## src/rtl/led_game_sequencer_pkg.sv

```systemverilog
// Shared definitions for the LED memory game: FSM states, LFSR constants
// and the 2-to-4 one-hot decode used by both playback and input checking.
package led_game_sequencer_pkg;

  typedef enum logic [2:0] {
    ST_IDLE,
    ST_GEN,
    ST_SHOW_ON,
    ST_SHOW_OFF,
    ST_WAIT_IN,
    ST_WIN,
    ST_LOSE
  } state_e;

  localparam logic [7:0] LFSR_SEED = 8'hA5;
  // x^8 + x^6 + x^5 + x^4 + 1 -> register bits 7, 5, 4, 3 feed the XOR.
  localparam logic [7:0] LFSR_TAPS = 8'b1011_1000;

  function automatic logic [3:0] onehot4(input logic [1:0] sel);
    onehot4 = 4'b0001 << sel;
  endfunction

endpackage

```

## src/rtl/led_game_sequencer_lfsr.sv

```systemverilog
// Free-running 8-bit Fibonacci LFSR; only the two low bits leave the block
// because a pattern step needs nothing more than a button number.
module game_lfsr8
  import led_game_sequencer_pkg::*;
(
  input  logic       clk,
  input  logic       rst,
  output logic [1:0] sym
);

  logic [7:0] lfsr_q;
  logic [7:0] lfsr_d;

  always_comb begin
    lfsr_d = {lfsr_q[6:0], ^(lfsr_q & LFSR_TAPS)};
  end

  always_ff @(posedge clk or posedge rst) begin
    if (rst) lfsr_q <= LFSR_SEED;
    else     lfsr_q <= lfsr_d;
  end

  assign sym = lfsr_q[1:0];

endmodule

```

## src/rtl/led_game_sequencer.sv

```systemverilog
// Simon-style LED game: grows a random pattern one step per round, plays it
// back on the LEDs and checks the player's button presses against it.
module led_game_sequencer
  import led_game_sequencer_pkg::*;
#(
  parameter int unsigned MAX_LEN       = 8,
  parameter int unsigned ON_TICKS      = 4,
  parameter int unsigned OFF_TICKS     = 2,
  parameter int unsigned TIMEOUT_TICKS = 64
) (
  input  logic       clk,
  input  logic       rst,
  input  logic       start,
  input  logic [3:0] btn,
  output logic [3:0] led,
  output logic       busy,
  output logic       win,
  output logic       lose,
  output logic [3:0] round,
  output logic [3:0] score
);

  localparam logic [3:0]  MAX_LEN4 = 4'(MAX_LEN);
  localparam logic [15:0] ON_LAST  = 16'(ON_TICKS - 1);
  localparam logic [15:0] OFF_LAST = 16'(OFF_TICKS - 1);
  localparam logic [15:0] TO_LAST  = 16'(TIMEOUT_TICKS - 1);

  state_e      state_q, state_d;
  logic [3:0]  round_q, round_d;
  logic [3:0]  score_q, score_d;
  logic [3:0]  idx_q, idx_d;
  logic [15:0] tmr_q, tmr_d;
  logic [3:0]  btn_prev_q;
  logic [1:0]  mem_q [16];
  logic        mem_we;
  logic [1:0]  lfsr_sym;
  logic        press;
  logic        last_step;
  logic [3:0]  exp_btn;

  game_lfsr8 u_lfsr (
    .clk (clk),
    .rst (rst),
    .sym (lfsr_sym)
  );

  // tmr_q counts playback ticks in SHOW_ON/SHOW_OFF and idle cycles in WAIT_IN.
  always_comb begin
    press     = (btn_prev_q == 4'b0000) && (btn != 4'b0000);
    exp_btn   = onehot4(mem_q[idx_q]);
    last_step = (idx_q == round_q - 4'd1);
    state_d   = state_q;
    round_d   = round_q;
    score_d   = score_q;
    idx_d     = idx_q;
    tmr_d     = tmr_q;
    mem_we    = 1'b0;
    case (state_q)
      ST_IDLE, ST_WIN, ST_LOSE: begin
        if (start) begin
          state_d = ST_GEN;
          round_d = 4'd1;
          score_d = 4'd0;
          idx_d   = 4'd0;
          tmr_d   = 16'd0;
        end
      end
      ST_GEN: begin
        mem_we  = 1'b1;
        state_d = ST_SHOW_ON;
        idx_d   = 4'd0;
        tmr_d   = 16'd0;
      end
      ST_SHOW_ON: begin
        if (tmr_q == ON_LAST) begin
          state_d = ST_SHOW_OFF;
          tmr_d   = 16'd0;
        end else begin
          tmr_d = tmr_q + 16'd1;
        end
      end
      ST_SHOW_OFF: begin
        if (tmr_q == OFF_LAST) begin
          tmr_d = 16'd0;
          if (last_step) begin
            state_d = ST_WAIT_IN;
            idx_d   = 4'd0;
          end else begin
            state_d = ST_SHOW_ON;
            idx_d   = idx_q + 4'd1;
          end
        end else begin
          tmr_d = tmr_q + 16'd1;
        end
      end
      ST_WAIT_IN: begin
        // A press wins over an expiring timer in the same cycle.
        if (press) begin
          if (btn == exp_btn) begin
            tmr_d = 16'd0;
            if (last_step) begin
              score_d = (score_q < MAX_LEN4) ? score_q + 4'd1 : score_q;
              if (round_q >= MAX_LEN4) begin
                state_d = ST_WIN;
              end else begin
                round_d = round_q + 4'd1;
                state_d = ST_GEN;
              end
            end else begin
              idx_d = idx_q + 4'd1;
            end
          end else begin
            state_d = ST_LOSE;
          end
        end else if (tmr_q == TO_LAST) begin
          state_d = ST_LOSE;
        end else begin
          tmr_d = tmr_q + 16'd1;
        end
      end
      default: state_d = ST_IDLE;
    endcase
  end

  always_ff @(posedge clk or posedge rst) begin
    if (rst) begin
      state_q    <= ST_IDLE;
      round_q    <= 4'd0;
      score_q    <= 4'd0;
      idx_q      <= 4'd0;
      tmr_q      <= 16'd0;
      btn_prev_q <= 4'b0000;
    end else begin
      state_q    <= state_d;
      round_q    <= round_d;
      score_q    <= score_d;
      idx_q      <= idx_d;
      tmr_q      <= tmr_d;
      btn_prev_q <= btn;
    end
  end

  // Pattern memory keeps its contents across reset; a new game overwrites it in order.
  always_ff @(posedge clk) begin
    if (mem_we) mem_q[round_q - 4'd1] <= lfsr_sym;
  end

  always_comb begin
    case (state_q)
      ST_SHOW_ON: led = exp_btn;
      ST_WAIT_IN: led = btn;
      ST_WIN:     led = 4'b1111;
      default:    led = 4'b0000;
    endcase
    busy = !(state_q inside {ST_IDLE, ST_WIN, ST_LOSE});
    win  = (state_q == ST_WIN);
    lose = (state_q == ST_LOSE);
  end

  assign round = round_q;
  assign score = score_q;

endmodule

```

## config.mk

```make
export PLATFORM = sky130hd
export DESIGN_NAME = led_game_sequencer
export DESIGN_NICKNAME = d
export VERILOG_FILES = /design/src/rtl/led_game_sequencer_pkg.sv /design/src/rtl/led_game_sequencer_lfsr.sv /design/src/rtl/led_game_sequencer.sv
export SDC_FILE = /design/constraint.sdc
export NUM_CORES = 1
export LEC_CHECK = 0
export CAP_MARGIN = 40
export CELL_PAD_IN_SITES_DETAIL_PLACEMENT = 1
export CELL_PAD_IN_SITES_GLOBAL_PLACEMENT = 1
export CORE_ASPECT_RATIO = 0.8
export CORE_MARGIN = 3
export CORE_UTILIZATION = 35
export CTS_BUF_LIST = sky130_fd_sc_hd__clkbuf_16
export DETAILED_ROUTE_END_ITERATION = 10
export PLACE_DENSITY_LB_ADDON = 0.1
export SLEW_MARGIN = 20
export SYNTH_ARGS = -nofsm -noshare
export SYNTH_HDL_FRONTEND = slang
export SYNTH_SLANG_ARGS = --single-unit
```

## constraint.sdc

```tcl
create_clock -name clk -period 4.6 [get_ports clk]
set_input_delay 1.38 -clock clk [delete_from_list [all_inputs] [get_ports clk]]
set_output_delay 1.38 -clock clk [all_outputs]
set_load 0.01 [all_outputs]
```

==> metrics.md <==
| Metric | Value |
|---|---|
| Synth warn | 0 |
| Register area share after synthesis | 49.8% |
| Num CTS Buffers | 9 |
| Max VDD drop | between 200 and 250 uV |
| Worst-margin pin slew | around 0.63 ns |
| GPL Wtd Cong | between 0.8 and 0.9 |
| CP Class | flop to output port |
| Fin area | between 4000 and 5000 um^2 |
| Die Wd | 127 um |
| RSZ-0062 raised after global routing | false |
| Non-Filler Instances | roughly 560 |
| Post-place instance area | 4480 um^2 |
| Slowest cell on crit path | dfrtp_1 |
| Most common cell after layout, fill and taps aside | nor2_1 |
| Worst r2r src | idx_q[1] |
| Terminus of the critical flop-to-flop path | tmr_q[12] |
| Main synth FF type | dfrtp_1 |
| Largest net degree at the start of global routing | 24 |
| DPL Wire Length | 7370 um |
| NumNets Final | 431 |
| Hold depth | 0 |
| TNS Setup | 0 ns |
| CTS sink count | 75 |
| Area growth from synthesis to layout | 17.4% |
| Worst-path cell chain | mux2_1 -> mux4_2 -> mux2_2 -> nand2b_1 -> o21ai_0 -> clkdlybuf4s50_1 |
| Cell count after synthesis | 390 |
| Clock transition at path regs | 0.06 ns |
| Final hold viol count | 0 |
| Die H | ~100 um |
| Layout cells sized above 1 | 11.9% |
| Max_cap viols | 0 |
| Crit path required time | 3.22 ns |
| Clock power frac | 35.3% |
| Placed Cells | approximately 550 |
| Status | finished, final reports clean |
| Crit path DAT | 3.04 ns |
| I/O Pins | 22 |
| Worst reg-to-reg path cell count | 9 |
| H-Tree Level Count | 3 |
| R2R setup slack | 1.22 ns |
| Detail Route Antenna Nets | 0 |
| Syn_area_per_cell | approximately 11 um^2 |
| Clk root buf | clkbuf_16 |
| Internal power | around 1500 uW |
| Drt total wl | roughly 10,000 um |
| Leak Pwr | approximately 0.0018 uW |
| Hold Path Sink | u_lfsr.lfsr_q[7] |
| CP max FO | 10 |
| Initial core utilization | 36.8% |
| Synthesized flop and latch total | 75 |
| Netlist cell types | 57 |
| Clk Latency, worst-skew pair | 0.33 ns |
| Skew final | 0.0102 ns |
| Drt pass-1 iters | 4 |
| Post-synth EDFFs | 32 |
| Initial antenna violation count | 0 |
| Startpoint types | flop |
| Largest stage delay on the critical path | 0.61 ns |
| Via count | 3,081 |
| # rows | 34 |
| Hold crit path type | flop to flop |
| Core box area | 11,100 um^2 |
| Die ar. | 13,100 um^2 |
| Max Freq | around 0.23 GHz |
| GRT Total Usage | 17.1% |
| Combinational share of power | 29.2% |
| Max-slew violations | 0 |
| Setup crit end kind | output port |
| CTS tree | yes |
| Reg power frac | 35.5% |
| # DRC | 0 |
| Slew Limit Headroom | about 58% |
| Syn Nets | 407 |
| Part of the cycle the worst path needs | around 96% |
| Synthesized area | approximately 4100 um^2 |
| DR WL/cell | about 19 um |
| FFs w/ async S/R, synth | a little under three fifths |
| Net Sw Frac | 32.8% |
| Final Setup Violations | 0 |
| Pwr per Cell Area | 468 nW/um^2 |
| Hold_sp | u_lfsr.lfsr_q[6] |
| Grt ovf | 0 |
| Most frequent cells in the layout | 45 x nor2_1, 38 x dfrtp_1, 32 x edfxtp_1, 27 x nand2_1, 22 x o21ai_0 |
| Net Sw Power | 740 uW |
| Initial drt markers | between 200 and 250 |
| Longest Clk Path Bufs | 2 |
| Tmin final | 4.42 ns |
| Postcts setup bufs | 0 |
| Port Buffers | 21 |
| Ant diodes | 0 |
| First-pass GRT wire length | 17,300 um |
| Via-to-Cell Ratio | around 5.5 |
| Vias in the first global route | about 3,100 |
[flip-flops by register name, indices dropped and copies added (netlist names)]
name	flops
btn_prev_q	4
idx_q	4
u_lfsr.lfsr_q	8
score	4
mem_q	32
state_q	3
tmr_q	16
round	4
[stage by stage]
step,utilization [%],setup WS (ns),hold WS (ns),total power (uW)
finish,43.2,0.179,0.362,2250
CTS,43.2,0.0911,0.373,2280
floorplan,-,1.23,0.333,1260
global placement,39.9,0.453,0.335,1460
global route,43.2,0.00994,0.370,2390
detailed placement,40.2,0.401,0.360,1470
[area by class of cell]
class | instances | area (um^2)
clock buffers | 9 | 225
clock inverters | 7 | 109
fillers | 1246 | 6330
inverters | 9 | 33.8
multi-input cells | 291 | 1940
flip-flops and latches | 75 | 2040
well taps | 144 | 180
repair buffers | 28 | 283
[logic make-up after synthesis]
kind of cell / Yosys count / share of synthesized area [%]
AOI/OAI and AO/OA: 93 / 16.1
muxes: 23 / 6.96
adders and majority gates: 10 / 3.05
and+or+nand+nor: 154 / 18.9
xor gates and xnor gates: 11 / 2.35
DFF: 75 / 49.8
buffers and inverters: 24 / 2.87
[cell usage after synthesis, types with 4 or more instances]
master	count	area (um^2)
nand2b_1	16	100
o31ai_1	6	45.0
ha_1	10	125
dfstp_2	4	105
a22o_1	4	35.0
xnor2_1	5	43.8
a31oi_1	6	37.5
o21ai_1	16	80.1
clkbuf_1	10	37.5
nand2_1	27	101
nand3_1	12	60.1
dfrtp_1	39	976
a21oi_1	5	25.0
o2bb2ai_1	4	35.0
and3_1	9	56.3
nor2_1	45	169
mux2_1	4	45.0
xor2_1	6	52.6
nor3b_1	4	30.0
inv_1	9	33.8
mux2_2	10	113
mux2i_1	6	60.1
o21ai_0	22	110
o22a_1	5	43.8
o211ai_1	4	30.0
nor3_1	12	60.1
edfxtp_1	32	961
nor2b_1	6	37.5
nor4_1	6	37.5
[routing by layer]
| metal | vias up | global-route usage [%] | share of wire (%) |
|---|---|---|---|
| met5 | - | 0 | 0 |
| met4 | 0 | 4.20 | 0.86 |
| met3 | 6 | 5.23 | 4.1 |
| met2 | 41 | 24.7 | 43 |
| met1 | 1543 | 25.2 | 52 |
| li1 | 1491 | - | - |
[power by group through the flow]
| stage | Clock, uW | Combinational [uW] | Sequential, uW |
|---|---|---|---|
| 6_report | 796 | 659 | 799 |
| 5_1_grt | 848 | 737 | 808 |
| 3_5_place_dp | 0 | 660 | 810 |
| 3_3_place_gp | 0 | 651 | 810 |
| 4_1_cts | 822 | 665 | 797 |
| 2_1_floorplan | 0 | 501 | 755 |
[worst max-delay path: cells and delay by family, from the launching register on]
family | cells | cell delay [ns]
compound gates | 1 | 0.16
buf+inv | 1 | 0.56
flops | 1 | 0.61
mux | 3 | 1.22
simple gates | 1 | 0.15
[timing repair]
action / in CTS / in global routing
hold buffers: 0 / 0
endpoints found under the hold margin: 0 / 0
gates resized for setup: 0 / 1
endpoints found under the setup margin: 0 / 1
[worst max path at each step]
stage                  start  endpoint  slack, ns
floorplan           idx_q[2]    led[0]       1.23
global placement      btn[1]    led[1]       0.45
detailed placement    btn[3]    led[3]       0.40
CTS                 idx_q[1]    led[0]       0.09
global route        idx_q[2]    led[2]       0.01
finish              idx_q[2]    led[0]       0.18
(Power assumes the default switching activity.)
